<file path="config.mk">
export PLATFORM = sky130hd
export DESIGN_NAME = brush_stamp_gen
export DESIGN_NICKNAME = d
export VERILOG_FILES = /design/src/rtl/brush_pkg.sv /design/src/rtl/brush_offset_rom.sv /design/src/rtl/brush_stamp_gen.sv
export SDC_FILE = /design/constraint.sdc
export NUM_CORES = 1
export LEC_CHECK = 0
export CORE_MARGIN = 3
export CORE_UTILIZATION = 45
export CTS_CLUSTER_SIZE = 12
export DETAILED_ROUTE_END_ITERATION = 12
export SYNTH_ARGS = -nofsm -noshare
export SYNTH_HDL_FRONTEND = slang
export SYNTH_SLANG_ARGS = --single-unit
</file>
<file path="constraint.sdc">
create_clock -name clock -period 4.4 [get_ports clock]
set_input_delay 0.44 -clock clock [delete_from_list [all_inputs] [get_ports clock]]
set_output_delay 0.44 -clock clock [all_outputs]
set_load 0.02 [all_outputs]
</file>
<file path="src/rtl/brush_pkg.sv">
// ---------------------------------------------------------------------------
// brush_pkg
// Shared definitions for the brush stamp point generator:
//   - slot count and core/ring split
//   - signed 3-bit (dx, dy) offset tables for the 9 core and 12 ring slots
//   - slot index type and FSM state encoding
//   - helper to sign-extend a 3-bit offset to the 16-bit coordinate width
// Optional feature macro used by the design: BRUSH_CLIP_EN.
// ---------------------------------------------------------------------------
package brush_pkg;

    localparam int BRUSH_SLOTS = 21;
    localparam int CORE_SLOTS  = 9;
    localparam int RING_SLOTS  = 12;

    typedef logic [4:0] slot_t;

    typedef enum logic [0:0] {
        IDLE = 1'b0,
        EMIT = 1'b1
    } state_t;

    // Core 3x3, walked centre first, then clockwise starting east.
    localparam logic signed [2:0] CORE_DX [CORE_SLOTS] = '{
        3'sd0, 3'sd1, 3'sd1, 3'sd0, -3'sd1, -3'sd1, -3'sd1, 3'sd0, 3'sd1
    };
    localparam logic signed [2:0] CORE_DY [CORE_SLOTS] = '{
        3'sd0, 3'sd0, 3'sd1, 3'sd1, 3'sd1, 3'sd0, -3'sd1, -3'sd1, -3'sd1
    };

    // Radius-2 ring; entry k is the point at angle 30*k degrees.
    localparam logic signed [2:0] RING_DX [RING_SLOTS] = '{
        3'sd2, 3'sd2, 3'sd1, 3'sd0, -3'sd1, -3'sd2,
        -3'sd2, -3'sd2, -3'sd1, 3'sd0, 3'sd1, 3'sd2
    };
    localparam logic signed [2:0] RING_DY [RING_SLOTS] = '{
        3'sd0, 3'sd1, 3'sd2, 3'sd2, 3'sd2, 3'sd1,
        3'sd0, -3'sd1, -3'sd2, -3'sd2, -3'sd2, -3'sd1
    };

    function automatic logic [15:0] sext_off(input logic signed [2:0] off);
        return {{13{off[2]}}, off};
    endfunction

endpackage

</file>
<file path="src/rtl/brush_offset_rom.sv">
// ---------------------------------------------------------------------------
// brush_offset_rom
// Combinational slot decoder: maps a slot index (0..20) and the ring angle
// mask to the slot's signed (dx, dy) offset and its enable bit.
// Slots 0..8 are the always-enabled core; slot 9+k is enabled by
// angle_mask[k]. Indices 21..31 decode to a disabled zero offset.
// Ports:
//   slot        in   5  slot index
//   angle_mask  in  12  ring enable mask
//   dx, dy      out  3  signed offset
//   enable      out  1  slot is part of the footprint
// ---------------------------------------------------------------------------
module brush_offset_rom
    import brush_pkg::*;
(
    input  logic [4:0]        slot,
    input  logic [11:0]       angle_mask,
    output logic signed [2:0] dx,
    output logic signed [2:0] dy,
    output logic              enable
);

    // slot[3:0] - 9 modulo 16 gives the ring index 0..11 for slots 9..20
    // without needing the upper slot bit.
    logic [3:0] ring_k;

    always_comb begin
        ring_k = slot[3:0] - 4'd9;
        dx     = 3'sd0;
        dy     = 3'sd0;
        enable = 1'b0;
        if (slot < 5'(CORE_SLOTS)) begin
            dx     = CORE_DX[slot[3:0]];
            dy     = CORE_DY[slot[3:0]];
            enable = 1'b1;
        end else if (slot < 5'(BRUSH_SLOTS)) begin
            dx     = RING_DX[ring_k];
            dy     = RING_DY[ring_k];
            enable = angle_mask[ring_k];
        end
    end

endmodule

</file>
<file path="src/rtl/brush_stamp_gen.sv">
// ---------------------------------------------------------------------------
// brush_stamp_gen
// Walks the brush footprint around a centre (cx, cy) and emits one absolute
// pixel coordinate per pt_valid/pt_ready handshake. The footprint is the
// 3x3 core plus the radius-2 ring points selected by ANGLE_MASK.
// Optional feature macro: BRUSH_CLIP_EN -- when defined, points outside
// [0,H_MAX) x [0,V_MAX) are skipped; otherwise H_MAX/V_MAX are unused.
// Ports:
//   clock        in   1  system clock, rising edge
//   reset_n      in   1  synchronous reset, active-low
//   start_valid  in   1  stamp request
//   start_ready  out  1  idle and able to accept a request
//   cx, cy       in  16  signed centre, sampled on the start handshake
//   pt_valid     out  1  point available
//   pt_ready     in   1  consumer accepts point
//   pt_x, pt_y   out 16  signed point coordinate
//   pt_last      out  1  final point of the stamp
//   busy         out  1  stamp in progress
//   done         out  1  one-cycle pulse after the stamp completes
// ---------------------------------------------------------------------------
module brush_stamp_gen
    import brush_pkg::*;
#(
    parameter logic [11:0] ANGLE_MASK = 12'h249,
    parameter logic [15:0] H_MAX      = 16'd640,
    parameter logic [15:0] V_MAX      = 16'd480
) (
    input  logic        clock,
    input  logic        reset_n,
    input  logic        start_valid,
    output logic        start_ready,
    input  logic [15:0] cx,
    input  logic [15:0] cy,
    output logic        pt_valid,
    input  logic        pt_ready,
    output logic [15:0] pt_x,
    output logic [15:0] pt_y,
    output logic        pt_last,
    output logic        busy,
    output logic        done
);

    localparam logic [0:0] S_IDLE = IDLE;
    localparam logic [0:0] S_EMIT = EMIT;

    logic [0:0]  state_reg;
    logic [15:0] cx_reg;
    logic [15:0] cy_reg;
    slot_t       slot_reg;
    logic        pt_valid_reg;
    logic        pt_last_reg;
    logic [15:0] pt_x_reg;
    logic [15:0] pt_y_reg;
    logic        done_reg;

    // In IDLE the search runs on the incoming centre so the first point can
    // be registered on the start handshake itself; afterwards it runs on the
    // latched centre.
    logic [15:0] base_x;
    logic [15:0] base_y;

    assign base_x = (state_reg == S_IDLE) ? cx : cx_reg;
    assign base_y = (state_reg == S_IDLE) ? cy : cy_reg;

    logic [15:0]            slot_x [BRUSH_SLOTS];
    logic [15:0]            slot_y [BRUSH_SLOTS];
    logic [BRUSH_SLOTS-1:0] elig;
    logic [BRUSH_SLOTS-1:0] cand;

    genvar gi;
    generate
        for (gi = 0; gi < BRUSH_SLOTS; gi++) begin : g_slot
            logic signed [2:0] off_x;
            logic signed [2:0] off_y;
            logic              slot_en;

            brush_offset_rom u_rom (
                .slot       (5'(gi)),
                .angle_mask (ANGLE_MASK),
                .dx         (off_x),
                .dy         (off_y),
                .enable     (slot_en)
            );

            // Plain 16-bit add: wrap-around at the coordinate limits is intended.
            assign slot_x[gi] = base_x + sext_off(off_x);
            assign slot_y[gi] = base_y + sext_off(off_y);

`ifdef BRUSH_CLIP_EN
            assign elig[gi] = slot_en
                && ($signed(slot_x[gi]) >= 16'sd0)
                && ($signed(slot_x[gi]) <  $signed(H_MAX))
                && ($signed(slot_y[gi]) >= 16'sd0)
                && ($signed(slot_y[gi]) <  $signed(V_MAX));
`else
            assign elig[gi] = slot_en;
`endif

            // From IDLE every slot is a candidate; while emitting only slots
            // after the one currently presented.
            assign cand[gi] = elig[gi]
                && ((state_reg == S_IDLE) || (5'(gi) > slot_reg));
        end
    endgenerate

`ifndef BRUSH_CLIP_EN
    logic unused_clip_bounds;
    assign unused_clip_bounds = ^{H_MAX, V_MAX};
`endif

    // Priority search: lowest candidate is the next point; any further
    // candidate above it means that point is not the last one.
    logic        sel_found;
    logic        sel_more;
    slot_t       sel_idx;
    logic [15:0] sel_x;
    logic [15:0] sel_y;

    always_comb begin
        sel_found = 1'b0;
        sel_more  = 1'b0;
        sel_idx   = '0;
        for (int i = 0; i < BRUSH_SLOTS; i++) begin
            if (cand[i]) begin
                if (!sel_found) begin
                    sel_found = 1'b1;
                    sel_idx   = 5'(i);
                end else begin
                    sel_more = 1'b1;
                end
            end
        end
        sel_x = slot_x[sel_idx];
        sel_y = slot_y[sel_idx];
    end

    always_ff @(posedge clock) begin
        if (!reset_n) begin
            state_reg    <= S_IDLE;
            cx_reg       <= '0;
            cy_reg       <= '0;
            slot_reg     <= '0;
            pt_valid_reg <= 1'b0;
            pt_last_reg  <= 1'b0;
            pt_x_reg     <= '0;
            pt_y_reg     <= '0;
            done_reg     <= 1'b0;
        end else begin
            done_reg <= 1'b0;
            case (state_reg)
                S_IDLE: begin
                    if (start_valid) begin
                        cx_reg    <= cx;
                        cy_reg    <= cy;
                        state_reg <= S_EMIT;
                        if (sel_found) begin
                            pt_valid_reg <= 1'b1;
                            pt_last_reg  <= !sel_more;
                            pt_x_reg     <= sel_x;
                            pt_y_reg     <= sel_y;
                            slot_reg     <= sel_idx;
                        end else begin
                            pt_valid_reg <= 1'b0;
                            pt_last_reg  <= 1'b0;
                            slot_reg     <= '0;
                        end
                    end
                end
                S_EMIT: begin
                    if (!pt_valid_reg) begin
                        // Nothing eligible (fully clipped stamp).
                        state_reg <= S_IDLE;
                        done_reg  <= 1'b1;
                    end else if (pt_ready) begin
                        if (pt_last_reg) begin
                            pt_valid_reg <= 1'b0;
                            pt_last_reg  <= 1'b0;
                            state_reg    <= S_IDLE;
                            done_reg     <= 1'b1;
                        end else begin
                            pt_last_reg <= !sel_more;
                            pt_x_reg    <= sel_x;
                            pt_y_reg    <= sel_y;
                            slot_reg    <= sel_idx;
                        end
                    end
                end
                default: begin
                    state_reg    <= S_IDLE;
                    pt_valid_reg <= 1'b0;
                    pt_last_reg  <= 1'b0;
                end
            endcase
        end
    end

    assign start_ready = (state_reg == S_IDLE);
    assign busy        = (state_reg == S_EMIT);
    assign pt_valid    = pt_valid_reg;
    assign pt_last     = pt_last_reg;
    assign pt_x        = pt_x_reg;
    assign pt_y        = pt_y_reg;
    assign done        = done_reg;

endmodule
</file>
Word-level counts from Yosys, hierarchy flattened
Cells that the tools add are included.
- bits in registers: 73
- output and inout bits: 37
- $add $sub $neg: 8
- magnitude comparators: 14
- eq/ne operators: 5
- mux-type cells: 104
- bitwise gates (word level): 2
- reductions and logical operators: 19
- operator list (operator ; number):
    2-to-1 mux 16 bit ; 16
    binary-select mux 16 bit (select 5 bit) ; 2
    2-to-1 mux 5 bit ; 27
    adder 16 bit, second input constant ; 4
    case mux 16 bit (2 select lines) ; 2
    2-to-1 mux 1 bit ; 53
    adder 16 x 1 -> 16 bit, second input constant ; 2
    adder 16 x 2 -> 16 bit, second input constant ; 2
    > comparator 3 x 5 -> 1 bit, first input constant ; 4
    > comparator 4 x 5 -> 1 bit, first input constant ; 4
    logical OR 1 bit ; 13
    > comparator 1 x 5 -> 1 bit, first input constant ; 2
    > comparator 2 x 5 -> 1 bit, first input constant ; 2
    case mux 5 bit (2 select lines) ; 1
    greater-or-equal comparator 6 bit, second input constant ; 1
    != test 2 bit, second input constant ; 3
    NOT 5 -> 6 bit ; 1
    case mux 1 bit (2 select lines) ; 3
    > comparator 5 bit, first input constant ; 1
    AND reduction 5 bit ; 1
    != test 2 x 1 -> 1 bit, second input constant ; 2
    AND reduction 2 bit ; 2
    AND reduction 4 bit ; 1
    AND reduction 3 bit ; 1
    2 further kinds ; 2

Logic depth before layout (Yosys ltp)
Gate-level depths: netlist of run 1.
- depth in word-level cells: 35
- mapped depth: 16
- mapped depth without buffers: 11

By module
A second synthesis of run 1 with hierarchy kept.
- cells, all modules: 6456
- area total of the unflattened synthesis: 48240.0 um2
- modules (own cells, without submodules) (module ; times used ; cells each ; area each (um2) ; seq. area each (um2)):
    brush_stamp_gen ; 1 ; 5047 ; 36178.4 ; 1461.4
    brush_offset_rom (g_slot[14].u_rom ...) ; 16 ; 61 ; 554.3 ; 0.0
    brush_offset_rom (g_slot[11].u_rom ...) ; 3 ; 88 ; 665.6 ; 0.0
    brush_offset_rom (g_slot[0].u_rom) ; 1 ; 97 ; 674.4 ; 0.0
    brush_offset_rom (g_slot[10].u_rom) ; 1 ; 72 ; 521.8 ; 0.0

Least setup slack after synthesis of run 1
OpenSTA, ideal clock, no wires.
- path type: register to register
- from: register state_reg (netlist: busy)
- to: register pt_x_reg[15] (netlist: pt_x[15])
- setup time: 0.145 ns
- arrival time: 3.344 ns
- required time: 4.255 ns
- slack: 0.911 ns
- stages on the path, launching flop included: 16
- path buffers: 5
- clock period less this slack: 3.489 ns
- cell sequence: dfxtp_1 -> buf_6 -> buf_12 -> buf_6 -> buf_4 -> mux2_2 -> clkbuf_1 -> inv_1 -> ha_1 -> o21ai_0 -> nor3b_2 -> and4b_1 -> nand3_1 -> mux2i_1 -> a2111oi_0 -> a221oi_1
- cells in the longest elaborated chain, start to end: 35
- elaborated cells between the ends (all ways): 72
- classes of those cells: add/sub (4); eq/ne (5); mux (47); bitwise (2); reduce/logical (14)
- ends and longest elaborated chain (element ; line ; text):
    from (decl) ; brush_stamp_gen.sv:46 ; logic [0:0] state_reg;
    from (signal assigned) ; brush_stamp_gen.sv:139 ; state_reg <= S_IDLE;
    from (signal assigned) ; brush_stamp_gen.sv:155 ; state_reg <= S_EMIT;
    from (signal assigned) ; brush_stamp_gen.sv:172 ; state_reg <= S_IDLE;
    NOT 1 bit (no line) ; - ;
    logical OR 1 bit ; brush_stamp_gen.sv:102 ; && ((state_reg == S_IDLE) || (5'(gi) > slot_reg));
    2-to-1 mux 1 bit ; brush_stamp_gen.sv:124 ; if (cand[i]) begin
    2-to-1 mux 1 bit ; brush_stamp_gen.sv:125 ; if (!sel_found) begin
    2-to-1 mux 1 bit ; brush_stamp_gen.sv:124 ;
    2-to-1 mux 5 bit ; brush_stamp_gen.sv:125 ;
    2-to-1 mux 5 bit ; brush_stamp_gen.sv:124 ;
    2-to-1 mux 5 bit ; brush_stamp_gen.sv:125 ;
    [18 not listed] ; - ;
    2-to-1 mux 5 bit ; brush_stamp_gen.sv:124 ;
    NOT 5 -> 6 bit (implied by the code) ; brush_stamp_gen.sv:133 ; sel_x = slot_x[sel_idx];
    binary-select mux 16 bit (select 5 bit) ; brush_stamp_gen.sv:133 ;
    2-to-1 mux 16 bit (implied by the code) (2 in a row) ; brush_stamp_gen.sv:133 ;
    2-to-1 mux 16 bit ; brush_stamp_gen.sv:175 ; if (pt_last_reg) begin
    2-to-1 mux 16 bit ; brush_stamp_gen.sv:174 ; end else if (pt_ready) begin
    2-to-1 mux 16 bit ; brush_stamp_gen.sv:170 ; if (!pt_valid_reg) begin
    case mux 16 bit (2 select lines) ; brush_stamp_gen.sv:150 ; case (state_reg)
    to (signal assigned) ; brush_stamp_gen.sv:159 ; pt_x_reg <= sel_x;
    to (signal assigned) ; brush_stamp_gen.sv:182 ; pt_x_reg <= sel_x;
    to (decl) ; brush_stamp_gen.sv:52 ; logic [15:0] pt_x_reg;
Several ways; a longest one is shown, not always the timed one. The select of a mux whose other input is x is not followed.
A chain may end at the register's enable or synchronous reset.

Final worst setup path of run 1
Ends and elaborated chain as after synthesis.

==> impl_summary.md, run 1 <==
Status
The flow ran to the end, and the final reports show no timing, DRC or antenna violations.

Critical path
The largest single stage delay on the critical path is 660 ps. At the worst endpoint, the arrival time is 3920 ps. Of all nets on the critical path, the largest fanout is 35. The worst setup path is launched from a flop. Traced cell by cell, the critical path runs through mux2_2 -> inv_1 -> ha_1 -> o21ai_0 -> nor3b_2 -> and4b_1 -> nand3_1 -> mux2i_1 -> a2111oi_0 -> a221oi_1. The data required time of the worst path is 4600 ps. The dominant delay contributor by cell family on the critical path is compound AO/OA/AOI/OAI gates. The type of element capturing the critical path is a flop.

The worst-path cell with the longest stage delay is sky130_fd_sc_hd__dfxtp_4. In this run the register-to-register setup slack is 690 ps. The start-to-end type of the worst setup path is flop to flop. The critical register-to-register path endpoint is pt_x[15]. The number of buffer and inverter instances along the worst setup path is 1. The origin of the critical flop-to-flop path is busy. The depth of the most critical reg-to-reg path is 10.

STA
The worst path needs 3710 ps of the cycle, external delays included. The slew of the pin with the lowest slew margin is 1170 ps. The max-slew violation count is 0.

The total negative setup slack is 0 ps. The timing-limited maximum frequency is 269 MHz. The final-report setup violation count is 0. For the final database, setup skew stands at 10.2 ps.

The worst pin sits at a relative slew slack of 21.6%. The worst path uses 84.4% of the clock period. The count of endpoints failing hold in the final timing report is 0.

Setup repair after global routing left no endpoint under its margin.

GRT
The number of global-route vias before repair is 8430. The first global-routing pass estimated 50300 microns of wire. Global routing used 31.9% of the available tracks.

Entering global routing, the biggest net connects 49 pins. The total congestion overflow is 0. The number of antenna violations at the first check in global routing is 0.

Clock network
The post-cts sizing count is 0. Once the clock tree was built, the setup fixing pass inserted 0 buffers. CTS built an H-tree with a depth of 3.

The clock tree buffer depth is 2. The TritonCTS sink count is 73. Clock-pin slew was measured on the worst setup and hold paths at 70 ps.

The hold-fix buffer count after cts is 0. The root buffer cell is sky130_fd_sc_hd__clkbuf_16. The TritonCTS clock tree is built. For the worst-skew pair, the clock arrives at the later sink with an insertion delay of 350 ps.

The clock buffer count from CTS is 9.

Yosys
The cell type with the largest total area after synthesis is sky130_fd_sc_hd__dfxtp_1. Of the total synthesized cell area, the portion taken by AND, OR, NAND and NOR gates is 26.5%. During synthesis, Yosys emitted a total of 0 warnings.

Summing the areas of all xor and xnor instances in the mapped netlist gives 7.46% of the synthesized area. The proportion of register bits with asynchronous set or reset after synthesis is 0%. The number of synthesized flops with an enable pin is 0. The dominant register cell in the synthesized netlist is sky130_fd_sc_hd__dfxtp_1. Dividing the synthesized area by the synthesized cell count gives 6.97 sq um. In this run, synthesis produced a sequential element count of 73. By area, the combinational part of the netlist is dominated by compound AO/OA/AOI/OAI gates.

The number of instances in the synthesized netlist is 1179. Summing the sequential cell areas from Yosys gives 17.8% of the chip area. By area the synthesized netlist is led by sky130_fd_sc_hd__dfxtp_1 18%, sky130_fd_sc_hd__nand2_1 7.7%, sky130_fd_sc_hd__a21oi_1 7.2%, sky130_fd_sc_hd__o21ai_0 5.7%, sky130_fd_sc_hd__xnor2_1 5.1%. The number of nets in the synthesized netlist is 1227. The distinct cell type count after synthesis is 89.

The post-synthesis mux area share is 7.37%. Summing the areas of all compound-gate instances in the mapped netlist gives 32.6% of the synthesized area. The share of synthesized cell area in full adder, half adder and majority cells is 1.95%. The area share of the largest cell type after synthesis is 17.8%. After synthesis the cells add up to 0.00822 sq mm.

Min path
The class of the tightest hold or removal check is flop to flop. The worst hold path was traced through 2 stages. The worst hold path terminates at pt_x[4]. The startpoint identified for the worst hold timing path is pt_x[4].

Routing
The detail route stage leaves a number of antenna-violating nets equal to 0. In this run, the number of DRC markers left after iteration 0 of detailed routing was 1254. In the routed layout, each cell is associated on average with a via count of 6.69.

For this block, the routed nets add up to 32900 microns of wire. For this run, design rule violations remaining after detail routing come to 0. The detailed-route wire length per cell is 22.7 microns.

The first-pass iteration count of the detailed router is 8. The total number of vias is 9691.

Power and ir drop
The proportion of power drawn by combinational gates is 34.9%. The static power due to leakage is 3.18 nW. The internal power is 1.45 mW.

The power share of the clock group is 32.7%. VDD sags by at most 0.186 mV. The power per unit of standard cell area is 248 mW/mm^2. Of the total power, the share spent switching nets is 37.8%. For this design the total switching power over the nets is 883 uW.

The sequential power share is 32.4%.

Die
After floorplanning, the core was sized to cover 0.0176 sq mm. The initial core utilization is 46.7%. The full die area is 0.0199 sq mm. The horizontal die dimension is 141 microns. The die outline height is 141 microns.

After floorplanning, the core was divided into 48 placement rows. In this run the count of I/O pins placed on the die edge is 73.

Place
The number of cells in the design after placement is 1434. In this run the tool buffered the top-level ports with 72 buffer cells. The global placement routability congestion is 1.03. The wire-length estimate of the detail-placed layout is 23500 microns.

Layout
The filler-free cell count of the finished design is 1449. The final layout contains 1268 nets. The filler cell count is 1787. The number of antenna cells inserted is 0.

Cells with a size suffix above 1 make up 8.74% of the layout. The utilization of the core after routing is 53.6%. The area growth from synthesis to layout is 14.7%.

Flow run
Across the run, the number of max-cap violations was 0.
[metal layers]
layer	GRT usage (%)	up-vias	part of all wire, %
li1	-	4508	-
met1	48.4	4474	45
met2	42.9	636	39
met3	9.19	73	13
met4	9.74	0	2.8
met5	0	-	0
[area by class of cell]
type	instances	area (sq um)	area share (%)
Tap cell	225	282	2.99
Clock inverter	5	57.6	0.610
Multi-Input combinational cell	1001	6240	66.2
Sequential cell	73	1470	15.5
Clock buffer	10	229	2.43
Inverter	15	56.3	0.597
Timing Repair Buffer	120	1090	11.6
[cell families after synthesis]
| family | Yosys count |
|---|---|
| buf+inv | 105 |
| compound gates | 415 |
| flops | 73 |
| simple gates | 449 |
| xor+xnor | 70 |
| fa+ha+maj | 13 |
| mux | 54 |
[synth_stat cells, types with 5 or more instances]
library cell	n
sky130_fd_sc_hd__ha_1	12
sky130_fd_sc_hd__and3_1	8
sky130_fd_sc_hd__a21oi_1	118
sky130_fd_sc_hd__inv_1	14
sky130_fd_sc_hd__o21ai_1	7
sky130_fd_sc_hd__and2_1	6
sky130_fd_sc_hd__clkbuf_1	51
sky130_fd_sc_hd__mux2i_2	9
sky130_fd_sc_hd__o21ai_0	93
sky130_fd_sc_hd__mux2i_1	32
sky130_fd_sc_hd__a32oi_1	5
sky130_fd_sc_hd__nor4_1	8
sky130_fd_sc_hd__a22oi_1	13
sky130_fd_sc_hd__o21a_1	5
sky130_fd_sc_hd__buf_2	25
sky130_fd_sc_hd__nor2b_1	8
sky130_fd_sc_hd__or3_1	12
sky130_fd_sc_hd__nand3b_1	8
sky130_fd_sc_hd__xor2_1	22
sky130_fd_sc_hd__o221ai_1	8
sky130_fd_sc_hd__a22o_1	6
sky130_fd_sc_hd__a2111oi_0	5
sky130_fd_sc_hd__nand4_1	14
sky130_fd_sc_hd__a221oi_1	16
sky130_fd_sc_hd__nand2_1	168
sky130_fd_sc_hd__nand4b_1	7
sky130_fd_sc_hd__mux2_2	11
sky130_fd_sc_hd__o31ai_1	9
sky130_fd_sc_hd__dfxtp_1	73
sky130_fd_sc_hd__a31oi_1	29
sky130_fd_sc_hd__nor3_1	34
sky130_fd_sc_hd__o211ai_1	15
sky130_fd_sc_hd__nor3b_1	12
sky130_fd_sc_hd__o22ai_1	19
sky130_fd_sc_hd__xnor2_1	48
sky130_fd_sc_hd__a211oi_1	16
sky130_fd_sc_hd__nand3_1	64
sky130_fd_sc_hd__nor2_1	76
sky130_fd_sc_hd__nand2b_1	6
[cell usage in the layout (no fill, tap or decap), types with 32 or more instances in the layout]
cell type and instances:
sky130_fd_sc_hd__nand2_1 168, sky130_fd_sc_hd__nor3_1 34, sky130_fd_sc_hd__xnor2_1 48, sky130_fd_sc_hd__a21oi_1 118
sky130_fd_sc_hd__nand3_1 64, sky130_fd_sc_hd__buf_4 47, sky130_fd_sc_hd__dfxtp_1 72, sky130_fd_sc_hd__mux2i_1 32
sky130_fd_sc_hd__clkdlybuf4s50_1 72, sky130_fd_sc_hd__o21ai_0 93, sky130_fd_sc_hd__nor2_1 74
[per-stage QoR]
step | hold WS, ps | power [mW] | cell area [sq um] | worst slack (ps)
2_1_floorplan | 436 | 1.29 | 8220 | 911
3_3_place_gp | 426 | 1.56 | 9140 | 618
3_5_place_dp | 432 | 1.56 | 9140 | 663
4_1_cts | 445 | 2.33 | 9430 | 818
5_1_grt | 479 | 2.45 | 9430 | 435
6_report | 440 | 2.34 | 9430 | 688
[tightest hold or removal path: stages (launching register included)]
cell	delay, ps
sky130_fd_sc_hd__dfxtp_1	310
sky130_fd_sc_hd__nand2_1	50
sky130_fd_sc_hd__nand2_1	40
[power by group through the flow]
| stage | logic, mW | clock network (mW) | registers, mW |
|---|---|---|---|
| 2_1_floorplan | 0.506 | 0 | 0.781 |
| 3_3_place_gp | 0.787 | 0 | 0.769 |
| 3_5_place_dp | 0.790 | 0 | 0.770 |
| 4_1_cts | 0.794 | 0.778 | 0.755 |
| 5_1_grt | 0.877 | 0.807 | 0.763 |
| 6_report | 0.816 | 0.765 | 0.756 |
[worst max-delay path by stage]
| stage | start | to | slack (ps) | cells after the start |
|---|---|---|---|---|
| 3_5_place_dp | cx[2] | pt_x[15] | 660 | 10 |
| 2_1_floorplan | busy | pt_x[15] | 910 | 15 |
| 3_3_place_gp | cx[2] | pt_x[15] | 620 | 10 |
| 4_1_cts | busy | pt_x[15] | 820 | 10 |
| 6_report | busy | pt_x[15] | 690 | 10 |
| 5_1_grt | busy | pt_x[15] | 430 | 10 |
(Power assumes the default switching activity.)
==> run 2, diff against run 1 <==
clock period = 3.82 ns   (was 4.4 ns; I/O delays follow)
==> impl_summary.md, run 2 (synthesis gave the netlist of run 1 again) <==
STA
Setup repair after global routing left no endpoint under its margin. The max-slew violation count is 0 (unchanged). The timing-limited maximum frequency is 293 MHz (+8.8%). The share of the clock period used by the worst path is 89.3% (+5.0 points). The final worst-path setup slack is 408 ps (-280 ps).

The post-route minimum period is 3410 ps (-300 ps). The remaining max-slew budget at the tightest pin came to 31.1% (+9.5 points). The slew of the pin with the lowest slew margin was 1020 ps (-144 ps). The final-report setup violation count came to 0 (unchanged).

The count of endpoints failing hold in the final timing report is 0 (unchanged). The clock skew is 25.5 ps (+15.2 ps). The total negative setup slack was 0 ps (unchanged).

Clock network
The root buffer cell is sky130_fd_sc_hd__clkbuf_16. TritonCTS built the clock tree. The maximum level of the CTS H-tree is 3 (unchanged). The setup fix buffers added after clock tree synthesis is 0 (unchanged). The clock transition time at the flip-flop clock pins of the worst setup and hold paths is 70 ps (about the same).

The post-cts sizing count is 0 (unchanged). The clock tree buffer depth came to 2 (unchanged). The TritonCTS sink count is 73 (unchanged). The clock buffer count from CTS came to 9 (unchanged). The clock insertion delay at the later pin of the skew report is 360 ps (about the same). The hold-fix buffer count after cts is 0 (unchanged).

Layout
The number of antenna cells inserted is 0 (unchanged). The post-route cell area is 0.00964 sq mm (+2.2%). From synthesis to final layout, the design area changed by 17.2%.

In the layout the commonest cells are 168 x sky130_fd_sc_hd__nand2_1, 118 x sky130_fd_sc_hd__a21oi_1, 93 x sky130_fd_sc_hd__o21ai_0. The proportion of layout cells with a drive suffix above 1 is 10.4% (+1.6 points). The most common cell after layout, fill and taps aside is sky130_fd_sc_hd__nand2_1.

The final net count came to 1289 (+1.7%). The utilization of the core after routing is 54.8% (+1.2 points).

Routing
The ratio of routed vias to standard cells came to 6.68 (-0.19%). The total number of vias is 9813 (+1.3%). The post-detailed-routing wire length is 34700 microns (+5.5%). The detailed-route wire length per cell is 23.6 microns (+4.0%). The residual antenna-violating net count after detailed routing came to 0 (unchanged). The remaining design rule violation count is 0 (unchanged). The first-pass iteration count of the detailed router came to 6 (-2). The iteration-0 DRC count of the detailed router is 1233 (-1.7%).

Die
The horizontal die dimension was 141 microns (unchanged). The initial core utilization is 46.7% (unchanged). The core outline area is 0.0176 sq mm (unchanged). The count of pins on the block boundary is 73 (unchanged).

The row count is 48 (unchanged). The full die area came to 0.0199 sq mm (unchanged). The die outline height is 141 microns (unchanged).

Critical path
The start-to-end type of the worst setup path is flop to flop. The number of buffer and inverter instances along the worst setup path is 1 (unchanged). The maximum fanout encountered on the critical timing path is 25 (-29%). The type of element capturing the critical path is a flop. The data arrival time of the worst path is 3630 ps (-290 ps).

The slowest stage of the critical path is the sky130_fd_sc_hd__dfxtp_4 cell. The cell family contributing the most delay on the critical path is compound AO/OA/AOI/OAI gates. The delay of the slowest cell on the worst path is 590 ps (-70 ps). The critical path launch point type is a flop. The critical path goes through mux2_2 -> inv_1 -> ha_1 -> o21ai_0 -> nor3b_2 -> and4b_1 -> nand3_1 -> mux2i_1 -> a2111oi_0 -> a221oi_1.

The data required time of the worst path came to 4040 ps (-560 ps).

GRT
The total congestion overflow is 0 (unchanged). The first-pass GRT wire length was 53400 microns (+6.1%). The overall fraction of global-route tracks in use is 34.2% (+2.2 points). The largest net degree at the start of global routing is 49 (unchanged). The number of antenna violations at the first check in global routing was 0 (unchanged). The number of global-route vias before repair is 8833 (+4.8%).

Min path
The class of the tightest hold or removal check is flop to flop.

Place
The area after detailed placement came to 0.00930 sq mm (+1.7%). The setup slack after placement is 333 ps (-330 ps). The HPWL after detailed placement was 24800 microns (+5.4%).

The global placement routability congestion is 1.00 (-2.7%). The number of port buffers came to 72 (unchanged).

Power and ir drop
The static power due to leakage is 3.31 nW (+4.0%). The worst supply voltage drop on vdd is 0.243 mV (+31%). The power per unit of standard cell area was 297 mW/mm^2 (+20%). The total design power is 2.86 mW (+22%).

Flow run
The max-cap violation count is 0 (unchanged).

Status
The run finished with clean final reports.
-- run 2: cell types whose count changed in the layout (fill, tap and decap cells not counted), sizes merged --
| cell | change |
|---|---|
| bufinv | +1 |
| clkinv | -2 |
| inv | +1 |
| buf | +21 |
-- run 2: worst reg2reg max path, cell delays in order (launching register included) --
cell and delay, ps:
sky130_fd_sc_hd__dfxtp_4 590, sky130_fd_sc_hd__mux2_2 530, sky130_fd_sc_hd__inv_1 150, sky130_fd_sc_hd__ha_1 220, sky130_fd_sc_hd__o21ai_0 300, sky130_fd_sc_hd__nor3b_2 420
sky130_fd_sc_hd__and4b_1 290, sky130_fd_sc_hd__nand3_1 100, sky130_fd_sc_hd__mux2i_1 120, sky130_fd_sc_hd__a2111oi_0 430, sky130_fd_sc_hd__a221oi_1 130
-- run 2: final timing paths --
| kind | startpoint | to | slack [ps] | cells after the start |
|---|---|---|---|---|
| setup / recovery | busy | pt_x[15] | 410 | 10 |
| hold / removal | pt_x[4] | pt_x[4] | 440 | 2 |
| setup reg to reg | busy | pt_x[15] | 410 | 10 |
| hold reg to reg | pt_x[4] | pt_x[4] | 440 | 2 |
-- run 2: metal layers --
layer | share of wire (%) | routed length (microns) | track usage (%) | vias to the layer above
met5 | 0 | 0 | 0 | -
met4 | 3.0 | 1020 | 12.2 | 0
met3 | 13 | 4340 | 10.8 | 78
met2 | 39 | 13500 | 44.7 | 598
met1 | 46 | 15900 | 51.5 | 4576
li1 | - | - | - | 4561
-- run 2: power breakdown --
group / internal, mW / switching [mW] / leakage, nW
combinational: 0.377 / 0.599 / 2.55
sequential: 0.813 / 0.0575 / 0.601
clock: 0.614 / 0.396 / 0.164
-- run 2: metrics by stage --
stage,hold WS [ps],std cells
global route,477,1470
global placement,426,1455
CTS,448,1470
detailed placement,439,1455
floorplan,436,1179
finish,442,1470
-- run 2: final cells by class --
class / count / area (sq um)
clock buffers: 10 / 250
clock inverters: 5 / 86.3
fillers: 1762 / 7960
inverters: 15 / 56.3
multi-input cells: 1001 / 6240
flip-flops and latches: 73 / 1470
well taps: 225 / 282
repair buffers: 141 / 1250
